$ cat config.mk
export PLATFORM = sky130hd
export DESIGN_NAME = multicycle_controller_flat
export DESIGN_NICKNAME = d
export VERILOG_FILES = /design/src/rtl/multicycle_controller_if.sv /design/src/rtl/multicycle_controller.sv /design/src/flat_wrapper.sv
export SDC_FILE = /design/constraint.sdc
export NUM_CORES = 1
export LEC_CHECK = 0
export CAP_MARGIN = 15
export CORE_MARGIN = 1
export CORE_UTILIZATION = 40
export DETAILED_ROUTE_END_ITERATION = 16
export PLACE_DENSITY = 0.9
export SLEW_MARGIN = 0
export SYNTH_ARGS = -nofsm -noshare
export SYNTH_HDL_FRONTEND = slang
export SYNTH_SLANG_ARGS = --single-unit
$ cat constraint.sdc
create_clock -name clk -period 1.64 [get_ports clk]
set_clock_uncertainty 0.15 [all_clocks]
set_input_delay 0.164 -clock clk [delete_from_list [all_inputs] [get_ports clk]]
set_output_delay 0.164 -clock clk [all_outputs]
set_load 0.01 [all_outputs]
$ cat src/rtl/multicycle_controller_if.sv
// Control/status bundle between the multicycle RV32I datapath (master) and its
// sequencing controller (slave).
interface multicycle_controller_if;
    logic [6:0] op;
    logic [2:0] func3;
    logic [6:0] func7;
    logic       zero;
    logic       neg;
    logic       pcwrite;
    logic       adrsrc;
    logic       memwrite;
    logic       irwrite;
    logic       regwrite;
    logic [2:0] immsrc;
    logic [1:0] alusrca;
    logic [1:0] alusrcb;
    logic [2:0] aluop;
    logic [1:0] resultsrc;
    logic       halted;

    modport master (
        output op, func3, func7, zero, neg,
        input  pcwrite, adrsrc, memwrite, irwrite, regwrite, immsrc,
               alusrca, alusrcb, aluop, resultsrc, halted
    );

    modport slave (
        input  op, func3, func7, zero, neg,
        output pcwrite, adrsrc, memwrite, irwrite, regwrite, immsrc,
               alusrca, alusrcb, aluop, resultsrc, halted
    );
endinterface

$ cat src/rtl/multicycle_controller.sv
// Moore FSM sequencing the shared-resource multicycle RV32I datapath.
// Outputs decode from the state register; only BRANCH's pcwrite looks at zero/neg.
module multicycle_controller (
    input  logic                          clk,
    input  logic                          rst,
    multicycle_controller_if.slave        io_bus
);
    typedef enum logic [3:0] {
        S_FETCH    = 4'd0,
        S_DECODE   = 4'd1,
        S_EXEC_R   = 4'd2,
        S_EXEC_I   = 4'd3,
        S_ALU_WB   = 4'd4,
        S_MEM_ADR  = 4'd5,
        S_MEM_RD   = 4'd6,
        S_MEM_WB   = 4'd7,
        S_MEM_WR   = 4'd8,
        S_BRANCH   = 4'd9,
        S_JAL      = 4'd10,
        S_JALR_ADR = 4'd11,
        S_JALR_JMP = 4'd12,
        S_LUI      = 4'd13,
        S_HALT     = 4'd14
    } state_t;

    localparam logic [6:0] OP_R     = 7'b0110011;
    localparam logic [6:0] OP_I     = 7'b0010011;
    localparam logic [6:0] OP_LOAD  = 7'b0000011;
    localparam logic [6:0] OP_STORE = 7'b0100011;
    localparam logic [6:0] OP_BR    = 7'b1100011;
    localparam logic [6:0] OP_JAL   = 7'b1101111;
    localparam logic [6:0] OP_JALR  = 7'b1100111;
    localparam logic [6:0] OP_LUI   = 7'b0110111;

    state_t r_state;
    state_t w_next;

    function automatic logic [2:0] f_aluop(input logic [2:0] f3, input logic sub_sel);
        logic [2:0] res;
        case (f3)
            3'b000:  res = sub_sel ? 3'b001 : 3'b000;
            3'b111:  res = 3'b010;
            3'b110:  res = 3'b011;
            3'b010:  res = 3'b100;
            3'b011:  res = 3'b101;
            3'b100:  res = 3'b110;
            default: res = 3'b000;
        endcase
        return res;
    endfunction

    function automatic logic f_alu_f3_ok(input logic [2:0] f3);
        logic ok;
        case (f3)
            3'b000, 3'b111, 3'b110, 3'b010, 3'b011, 3'b100: ok = 1'b1;
            default:                                        ok = 1'b0;
        endcase
        return ok;
    endfunction

    function automatic logic f_br_f3_ok(input logic [2:0] f3);
        logic ok;
        case (f3)
            3'b000, 3'b001, 3'b100, 3'b101: ok = 1'b1;
            default:                        ok = 1'b0;
        endcase
        return ok;
    endfunction

    // State register
    always_ff @(posedge clk or posedge rst) begin
        if (rst) begin
            r_state <= S_FETCH;
        end else begin
            r_state <= w_next;
        end
    end

    // Next-state logic
    always_comb begin
        w_next = S_HALT;
        case (r_state)
            S_FETCH:  w_next = S_DECODE;
            S_DECODE: begin
                case (io_bus.op)
                    OP_R:     w_next = f_alu_f3_ok(io_bus.func3) ? S_EXEC_R : S_HALT;
                    OP_I:     w_next = f_alu_f3_ok(io_bus.func3) ? S_EXEC_I : S_HALT;
                    OP_LOAD:  w_next = S_MEM_ADR;
                    OP_STORE: w_next = S_MEM_ADR;
                    OP_BR:    w_next = f_br_f3_ok(io_bus.func3) ? S_BRANCH : S_HALT;
                    OP_JAL:   w_next = S_JAL;
                    OP_JALR:  w_next = S_JALR_ADR;
                    OP_LUI:   w_next = S_LUI;
                    default:  w_next = S_HALT;
                endcase
            end
            S_EXEC_R:   w_next = S_ALU_WB;
            S_EXEC_I:   w_next = S_ALU_WB;
            S_ALU_WB:   w_next = S_FETCH;
            S_MEM_ADR:  w_next = (io_bus.op == OP_LOAD) ? S_MEM_RD : S_MEM_WR;
            S_MEM_RD:   w_next = S_MEM_WB;
            S_MEM_WB:   w_next = S_FETCH;
            S_MEM_WR:   w_next = S_FETCH;
            S_BRANCH:   w_next = S_FETCH;
            S_JAL:      w_next = S_ALU_WB;
            S_JALR_ADR: w_next = S_JALR_JMP;
            S_JALR_JMP: w_next = S_ALU_WB;
            S_LUI:      w_next = S_FETCH;
            S_HALT:     w_next = S_HALT;
            default:    w_next = S_HALT;
        endcase
    end

    // Output decode; reset holds every enable and select low even though state reads FETCH
    always_comb begin
        io_bus.pcwrite   = 1'b0;
        io_bus.adrsrc    = 1'b0;
        io_bus.memwrite  = 1'b0;
        io_bus.irwrite   = 1'b0;
        io_bus.regwrite  = 1'b0;
        io_bus.immsrc    = 3'b000;
        io_bus.alusrca   = 2'b00;
        io_bus.alusrcb   = 2'b00;
        io_bus.aluop     = 3'b000;
        io_bus.resultsrc = 2'b00;
        io_bus.halted    = 1'b0;
        if (rst) begin
            io_bus.pcwrite = 1'b0;
        end else begin
            case (r_state)
                S_FETCH: begin
                    io_bus.irwrite   = 1'b1;
                    io_bus.alusrcb   = 2'b10;
                    io_bus.resultsrc = 2'b10;
                    io_bus.pcwrite   = 1'b1;
                end
                S_DECODE: begin
                    io_bus.alusrca = 2'b01;
                    io_bus.alusrcb = 2'b01;
                    io_bus.immsrc  = 3'b010;
                end
                S_EXEC_R: begin
                    io_bus.alusrca = 2'b10;
                    io_bus.aluop   = f_aluop(io_bus.func3, io_bus.func7[5]);
                end
                S_EXEC_I: begin
                    io_bus.alusrca = 2'b10;
                    io_bus.alusrcb = 2'b01;
                    io_bus.aluop   = f_aluop(io_bus.func3, 1'b0);
                end
                S_ALU_WB: io_bus.regwrite = 1'b1;
                S_MEM_ADR: begin
                    io_bus.alusrca = 2'b10;
                    io_bus.alusrcb = 2'b01;
                    io_bus.immsrc  = (io_bus.op == OP_LOAD) ? 3'b000 : 3'b001;
                end
                S_MEM_RD: io_bus.adrsrc = 1'b1;
                S_MEM_WB: begin
                    io_bus.regwrite  = 1'b1;
                    io_bus.resultsrc = 2'b01;
                end
                S_MEM_WR: begin
                    io_bus.adrsrc   = 1'b1;
                    io_bus.memwrite = 1'b1;
                end
                S_BRANCH: begin
                    io_bus.alusrca = 2'b10;
                    io_bus.aluop   = 3'b001;
                    case (io_bus.func3)
                        3'b000:  io_bus.pcwrite = io_bus.zero;
                        3'b001:  io_bus.pcwrite = ~io_bus.zero;
                        3'b100:  io_bus.pcwrite = io_bus.neg;
                        3'b101:  io_bus.pcwrite = ~io_bus.neg;
                        default: io_bus.pcwrite = 1'b0;
                    endcase
                end
                S_JAL, S_JALR_JMP: begin
                    io_bus.alusrca = 2'b01;
                    io_bus.alusrcb = 2'b10;
                    io_bus.pcwrite = 1'b1;
                end
                S_JALR_ADR: begin
                    io_bus.alusrca = 2'b10;
                    io_bus.alusrcb = 2'b01;
                end
                S_LUI: begin
                    io_bus.immsrc    = 3'b011;
                    io_bus.resultsrc = 2'b11;
                    io_bus.regwrite  = 1'b1;
                end
                S_HALT:  io_bus.halted = 1'b1;
                default: io_bus.halted = 1'b1;
            endcase
        end
    end
endmodule

$ cat src/flat_wrapper.sv
// flat-port wrapper written by rule: the top's interface ports become plain ports
module multicycle_controller_flat 
  (clk, rst, io_bus_op, io_bus_func3, io_bus_func7, io_bus_zero, io_bus_neg, io_bus_pcwrite, io_bus_adrsrc, io_bus_memwrite, io_bus_irwrite, io_bus_regwrite, io_bus_immsrc, io_bus_alusrca, io_bus_alusrcb, io_bus_aluop, io_bus_resultsrc, io_bus_halted);
  multicycle_controller_if io_bus_i ();
  input  logic clk;
  input  logic rst;
  input wire logic [$bits(io_bus_i.op)-1:0] io_bus_op;
  input wire logic [$bits(io_bus_i.func3)-1:0] io_bus_func3;
  input wire logic [$bits(io_bus_i.func7)-1:0] io_bus_func7;
  input wire logic [$bits(io_bus_i.zero)-1:0] io_bus_zero;
  input wire logic [$bits(io_bus_i.neg)-1:0] io_bus_neg;
  output wire logic [$bits(io_bus_i.pcwrite)-1:0] io_bus_pcwrite;
  output wire logic [$bits(io_bus_i.adrsrc)-1:0] io_bus_adrsrc;
  output wire logic [$bits(io_bus_i.memwrite)-1:0] io_bus_memwrite;
  output wire logic [$bits(io_bus_i.irwrite)-1:0] io_bus_irwrite;
  output wire logic [$bits(io_bus_i.regwrite)-1:0] io_bus_regwrite;
  output wire logic [$bits(io_bus_i.immsrc)-1:0] io_bus_immsrc;
  output wire logic [$bits(io_bus_i.alusrca)-1:0] io_bus_alusrca;
  output wire logic [$bits(io_bus_i.alusrcb)-1:0] io_bus_alusrcb;
  output wire logic [$bits(io_bus_i.aluop)-1:0] io_bus_aluop;
  output wire logic [$bits(io_bus_i.resultsrc)-1:0] io_bus_resultsrc;
  output wire logic [$bits(io_bus_i.halted)-1:0] io_bus_halted;
  assign io_bus_i.op = io_bus_op;
  assign io_bus_i.func3 = io_bus_func3;
  assign io_bus_i.func7 = io_bus_func7;
  assign io_bus_i.zero = io_bus_zero;
  assign io_bus_i.neg = io_bus_neg;
  assign io_bus_pcwrite = io_bus_i.pcwrite;
  assign io_bus_adrsrc = io_bus_i.adrsrc;
  assign io_bus_memwrite = io_bus_i.memwrite;
  assign io_bus_irwrite = io_bus_i.irwrite;
  assign io_bus_regwrite = io_bus_i.regwrite;
  assign io_bus_immsrc = io_bus_i.immsrc;
  assign io_bus_alusrca = io_bus_i.alusrca;
  assign io_bus_alusrcb = io_bus_i.alusrcb;
  assign io_bus_aluop = io_bus_i.aluop;
  assign io_bus_resultsrc = io_bus_i.resultsrc;
  assign io_bus_halted = io_bus_i.halted;
  multicycle_controller u_core (.clk(clk), .rst(rst), .io_bus(io_bus_i));
endmodule
==> qor.csv, run 1 <==
metric;value;unit
yosysUniqueCellTypes;40;
ios;39;
cp_max_fo;5;
synthAdderAreaFrac;0;%
drv_cap;0;
cpMostUsedCell;buf_6;
async_flop_share;100;%
num_rows;15;
drt-vias-per-instance;6.88;
antenna_found_initial;0;
synth_edf_count;0;
wire_per_inst;25.3;um
largest_reg_flops;4;
drtAntennaViolNets;0;
place_inst;207;
synth_flop_cell;dfrtp_1;
synth_compound_area_share;27.2;%
layout_common_cells;buf_4 (48), buf_2 (14), buf_6 (12);
cpMaxStageDelayCell;dfrtp_2;
wl;5.65;mm
vdd_drop_max;305;uV
clkSlewWorstSetupHoldPaths;0.05;ns
leakagePower;0.000787;uW
clk_root_buffer_cell;clkbuf_4;
reg2reg_to;u_core.r_state[2];
outcome;finished with violations;
crit_chain;buf_6 -> buf_6 -> and2b_2 -> a21oi_2 -> nor2_1 -> buf_2;
fin_crit_sh;126;%
setup_ws;-0.421;ns
clock_latency;0.25;ns
cts_tree;yes;
cts.sinks;4;
r2r_slack;-0.32;ns
cellPowerDensity;228;nW/um2
rsz0062_at_grt;true;
regArea;104;um2
die_h;46.3;um
area_delta_synth_final;120;%
critPathLaunchType;register;
num_antenna_cells;0;
grt_max_degree;10;
fin_crit;2.06;ns
htreeDepth;1;
syn-instance-count;116;
gp_congestion;0.934;
die_width;46.3;um
overflow;0;
synthMuxAreaShare;3.98;%
dp_hpwl;2.49;mm
hp-class;in2async;
timing.hold.ws;0.0216;ns
start_util;44.1;%
multi_input_area;831;um2
cp.required;1.33;ns
synth_xor_xnor_area_share;3.34;%
utilization;96.9;%
core_area;1780;um2
final_common_cell;buf_4;
top_register;u_core.r_state;
dr.pass1.iters;6;
vias;1534;
ys_ff_latch;4;
seq_area_frac_synth;12.7;%
synth_top_family_by_area;simple AND/OR/NAND/NOR gates;
critPathCaptureType;primary output;
yosysWarnings;0;
grt_usage;44.9;%
grt_pass1_wl;6.66;mm
finalHoldViolCount;0;
layout.cells.non_filler;223;
syn_area_per_cell;6.77;um2
arrival;1.75;ns
holdBufCountCts;0;
place_ws;-0.627;ns
fmax;485;MHz
cts_made_buffers;3;
maxSlewViolCount;0;
slowest_delay;0.49;ns
violations;negative setup slack;
nNetsFinal;221;
path_class;reg2out;
die_area;2150;um2
route.detailed.drc;0;
reg.largest.list;u_core.r_state x4;
r2r-start;u_core.r_state[1];
netlist_area;786;um2
drive_above_1_share;65.2;%
syn_nets;137;
setup_violations;21;
cp.buffers_inverters;3;
drtIter0Drc;121;
cts_max_path_buffers;2;
grt_pass1_vias;1359;
reg2regPathDepth;7;
crit_family;flip-flops;
synthSimpleGateAreaFrac;43.0;%
n_fill_cell;31;
portBuffers;31;
## worst max path at each step
stage,start,end,slack [ns],cells after the start
6_report,u_core.r_state[1],io_bus_alusrca[1],-0.42,6
2_1_floorplan,u_core.r_state[3],io_bus_pcwrite,0.03,6
3_5_place_dp,io_bus_func3[1],io_bus_aluop[0],-0.63,7
5_1_grt,u_core.r_state[3],io_bus_regwrite,-0.59,6
4_1_cts,u_core.r_state[1],io_bus_alusrca[0],-0.24,6
3_3_place_gp,io_bus_func3[1],io_bus_aluop[0],-0.58,7
## power by group
part           internal, uW  switching (uW)
Clock                  82.9            55.8
Sequential             98.9               0
Combinational          73.2            83.8
Total                   255             140
## Yosys cell counts, types with 2 or more instances
master	number	area (um2)
nor4_1	3	18.8
and3_1	2	12.5
nor3_1	8	40.0
buf_2	7	35.0
nand2_1	11	41.3
and2b_1	2	15.0
nor2_1	15	56.3
clkbuf_1	2	7.51
o21ai_0	4	20.0
a21oi_1	13	65.1
a211oi_1	3	22.5
nor2b_1	4	25.0
nand3_1	4	20.0
nand2b_1	5	31.3
dfrtp_1	4	100
mux2i_1	2	20.0
xnor2_1	2	17.5
inv_1	3	11.3
## repair_timing
item                                   in CTS  in global routing
gates cloned                                0                  0
setup endpoints to repair                  21                 21
pin swaps                                  13                 11
buffers inserted                            9                  5
endpoints found under the hold margin       0                  0
gates resized for setup                   109                 34
## kinds of logic after synthesis
logic type,after synthesis
and+or+nand+nor,60
AOI/OAI and AO/OA,31
buffers and inverters,14
DFF,4
xor gates and xnor gates,3
muxes,3
other,1
## layout make-up
| class | instances | area share, % |
|---|---|---|
| Inverter | 3 | 0.652 |
| Sequential cell | 4 | 6.01 |
| Clock buffer | 3 | 1.30 |
| Timing Repair Buffer | 90 | 42.1 |
| Multi-Input combinational cell | 98 | 48.1 |
| Tap cell | 25 | 1.81 |
## per-layer routing
metal | global-route usage, % | part of all wire [%]
met1 | 47.3 | 33
met2 | 76.4 | 43
met3 | 14.1 | 13
met4 | 27.6 | 11
met5 | 0 | 0
## through the flow
stage               setup TNS (ns)  cell area [um2]  total power (uW)
floorplan                        0              786               147
global placement             -6.30             1410               223
detailed placement           -7.50             1410               231
CTS                          -1.89             1580               356
global route                 -6.11             1730               409
finish                       -5.19             1730               395
## worst min-delay path: stages
cell and delay, ns:
dlygate4sd2_1 0.30, inv_2 0.12, buf_4 0.16
Power figures use the tool's default switching activity.
==> run 2, diff against run 1 <==
--- a/config.mk
+++ b/config.mk
@@ -10,7 +10,7 @@
 export CORE_UTILIZATION = 40
 export DETAILED_ROUTE_END_ITERATION = 16
 export PLACE_DENSITY = 0.9
-export SLEW_MARGIN = 0
+export SLEW_MARGIN = 20
 export SYNTH_ARGS = -nofsm -noshare
 export SYNTH_HDL_FRONTEND = slang
 export SYNTH_SLANG_ARGS = --single-unit
==> results of run 2 <==
Final layout, timing and power as in run 1 (identical DEF).
==> run 3, diff against run 2 <==
--- a/config.mk
+++ b/config.mk
@@ -6,10 +6,11 @@
 export NUM_CORES = 1
 export LEC_CHECK = 0
 export CAP_MARGIN = 15
-export CORE_MARGIN = 1
-export CORE_UTILIZATION = 40
+export CORE_AREA = 2 2 39 41
 export DETAILED_ROUTE_END_ITERATION = 16
-export PLACE_DENSITY = 0.9
+export DIE_AREA = 0 0 41 43
+export DONT_BUFFER_PORTS = 1
+export PLACE_DENSITY = 0.85
 export SLEW_MARGIN = 20
 export SYNTH_ARGS = -nofsm -noshare
 export SYNTH_HDL_FRONTEND = slang
==> qor.csv, run 3 (synthesized netlist as in run 1, its figures left out) <==
metric;value;unit
clkSlewWorstSetupHoldPaths;0.04;ns
htreeDepth;1;
multi_input_area;787;um2
leakagePower;0.000474;uW
top_register;u_core.r_state;
outcome;finished with violations;
nNetsFinal;163;
die_width;41;um
p_sw_share;24.9;%
cts_tree;yes;
place_inst;143;
place_ws;0.0340;ns
p_int;203;uW
cts_max_path_buffers;2;
layout.cells.non_filler;156;
fin_crit_sh;110;%
vdd_drop_max;477;uV
route.detailed.drc;0;
num_antenna_cells;0;
reg2regPathDepth;6;
core_area;1380;um2
dr.pass1.iters;4;
clock_latency;0.24;ns
largest_reg_flops;4;
arrival;1.49;ns
drive_above_1_share;54.3;%
dp_hpwl;1.68;mm
reg.largest.list;u_core.r_state x4;
vias;1029;
clk_root_buffer_cell;clkbuf_4;
layout_common_cells;buf_4 (25), nor2_1 (10), a21oi_1 (10);
power.switching;67.4;uW
drtAntennaViolNets;0;
p_comb_share;17.3;%
start_util;56.8;%
maxSlewViolCount;0;
final_common_cell;buf_4;
overflow;0;
gp_congestion;0.832;
critPathLaunchType;register;
area_delta_synth_final;54.3;%
cts.sinks;4;
grt_usage;33.1;%
path_class;reg2out;
antenna_found_initial;0;
drtIter0Drc;50;
setup_violations;18;
fin_crit;1.81;ns
portBuffers;0;
n_fill_cell;65;
die_h;43;um
r2r_slack;-0.06;ns
setup_ws;-0.166;ns
cp.required;1.33;ns
cts_made_buffers;3;
p_total;271;uW
pwr-share-seq;36.6;%
grt_max_degree;13;
clock_power_share;46.1;%
regArea;104;um2
wire_per_inst;18.3;um
die_area;1760;um2
grt_pass1_wl;4.09;mm
finalHoldViolCount;0;
grt_pass1_vias;946;
drt-vias-per-instance;6.60;
cellPowerDensity;223;nW/um2
fin_area;1210;um2
ios;39;
wl;2.85;mm
drv_cap;0;
dpl_cell_area;910;um2
cp_max_fo;6;
hold_depth;3;
violations;negative setup slack;
rsz0062_at_grt;true;
critPathCaptureType;primary output;
num_rows;14;
hp-class;in2reg;
fmax;554;MHz
run 3: routing by layer:
metal | track usage (%) | vias to the layer above | wire length (um)
met4 | 12.0 | 0 | 51
li1 | - | 467 | -
met2 | 53.8 | 63 | 1520
met5 | 0 | - | 0
met1 | 38.4 | 491 | 1090
met3 | 10.5 | 8 | 192
run 3: what timing repair did:
action / 4_1_cts / 5_1_grt
buffers inserted: 6 / 3
hold endpoints to repair: 4 / 0
resized for setup: 26 / 27
setup endpoints to repair: 16 / 19
pin swaps: 2 / 8
hold buffers: 1 / 0
run 3: worst paths after layout:
kind                                    from                end
max                        u_core.r_state[3]   io_bus_immsrc[1]
min                             io_bus_op[3]  u_core.r_state[0]
max reg2reg                u_core.r_state[3]  u_core.r_state[0]
min reg2reg                u_core.r_state[2]  u_core.r_state[3]
max in group asynchronous                rst  u_core.r_state[2]
min in group asynchronous                rst  u_core.r_state[1]
run 3: layout make-up:
| cell class | instances | area share [%] |
|---|---|---|
| clock buffers | 3 | 1.86 |
| multi-input cells | 98 | 64.9 |
| repair buffers | 32 | 21.9 |
| inverters | 3 | 1.14 |
| flip-flops and latches | 4 | 8.57 |
| well taps | 16 | 1.65 |
run 3: through the flow:
| stage | TNS, ns | utilization (%) | hold slack, ns |
|---|---|---|---|
| floorplan | 0 | - | -0.206 |
| global placement | 0 | 65.7 | -0.184 |
| global route | -2.58 | 87.6 | 0.0207 |
| CTS | -0.800 | 78.2 | 0.0176 |
| detailed placement | 0 | 65.7 | -0.178 |
| finish | -1.53 | 87.6 | 0.0115 |
run 3: power by group through the flow:
| stage | Clock, uW | Combinational [uW] | Sequential [uW] |
|---|---|---|---|
| final | 125 | 46.7 | 99.2 |
| after CTS | 124 | 40.6 | 99.2 |
| after floorplan | 0 | 46.1 | 100 |
| after global placement | 0 | 35.1 | 100 |
| after detailed placement | 0 | 36.6 | 100 |
| after global routing | 141 | 51.3 | 99.0 |
run 3: worst max-delay path, stage by stage, from the launching register on:
cell and delay, ns:
dfrtp_2 0.46, buf_4 0.18, and2b_2 0.24, nor4_2 0.21, buf_4 0.16
==> variant: new RTL, config.mk and constraints of run 2 <==
Make the reset (`rst`) synchronous in one clocked block.
--- a/src/rtl/multicycle_controller.sv
+++ b/src/rtl/multicycle_controller.sv
@@ -70,3 +70,3 @@
     // State register
-    always_ff @(posedge clk or posedge rst) begin
+    always_ff @(posedge clk) begin
         if (rst) begin
Formal check against the unedited RTL: same outputs for any inputs over 10 cycles, from zero or initial values and one cycle with rst high; that may be too few to reach the edited logic, so the function may still have changed.
==> variant against run 2 <==
The flow now stops in 5_1_grt. Area after synthesis increased by 3.2%.
==> variant: results (changes against run 2) <==
* Worst-path endpoint after global-route repair_timing: io_bus_pcwrite
* Outcome: stopped before the end (was finished with violations)
* Post-DP HPWL at 2340 um (was 2490 um)
* Share of the yosys chip area belonging to registers at 0.0988 (was 0.127)
* Num CTS Buffers at 3 (unchanged)
* Port-buffer cells at 31 (unchanged)
* Area after DPL at 1360 um^2 (was 1410 um^2)
* Final GP Congestion at 0.901 (was 0.934)
* Worst ep type: output port
* Synth warn at 0 (unchanged)
* Synth Instances at 124 (was 116)
* Yosys cell types at 43 (was 40)
* Root Buffer: clkbuf_4 (unchanged)
* Syn nets at 145 (was 137)
* Last stage: 5_1_grt
* Synth top area cells: dfxtp_1 (9.9%), nor2_1 (6.0%), nand2b_1 (5.4%) (was dfrtp_1 (13%), a21oi_1 (8.3%), nor2_1 (7.2%))
* H-tree Lvls at 1 (unchanged)
* Halt Reason: [ERROR DPL-0038] Utilization greater than 100%, impossible to legalize
* Post-synth ARST share at 0 (was 1.00)
* Synthesized flop and latch total at 4 (unchanged)
* Largest net degree at the start of global routing at 20
* CTS max path bufs at 2 (unchanged)
* Number of cells after detailed placement at 201 (was 207)
* Synth Flop Type: dfxtp_1 (was dfrtp_1)
* Ranking of synthesized cells by instance count: nor2_1 (13), buf_2 (8) (was nor2_1 (15), a21oi_1 (13), nand2_1 (11), nor3_1 (8), buf_2 (7))
## variant: cell types whose count changed after synthesis, sizes merged, moves of 3 or more
cell | before | now
dfxtp | 0 | 4
a31oi | 0 | 3
nor2b | 4 | 7
clkbuf | 2 | 5
dfrtp | 4 | 0
a21oi | 13 | 7
nand2 | 11 | 6
## variant: logic make-up after synthesis
group,synth area share
compound gates,0.313
xor+xnor,0.0432
flops,0.0988
buf+inv,0.100
mux,0.0123
simple gates,0.427
other cells,0.00463
## variant: per-stage QoR
stage,setup TNS (ns),util,setup WS [ns]
floorplan,0,-,0.0306
global placement,-6.66,0.746,-0.506
detailed placement,-7.59,0.746,-0.639
CTS,-1.67,0.891,-0.325
## variant: what timing repair did
item                       4_1_cts
pin swaps                       16
gates resized for setup        125
buffers inserted                14
gates cloned                     0
setup endpoints to repair       20
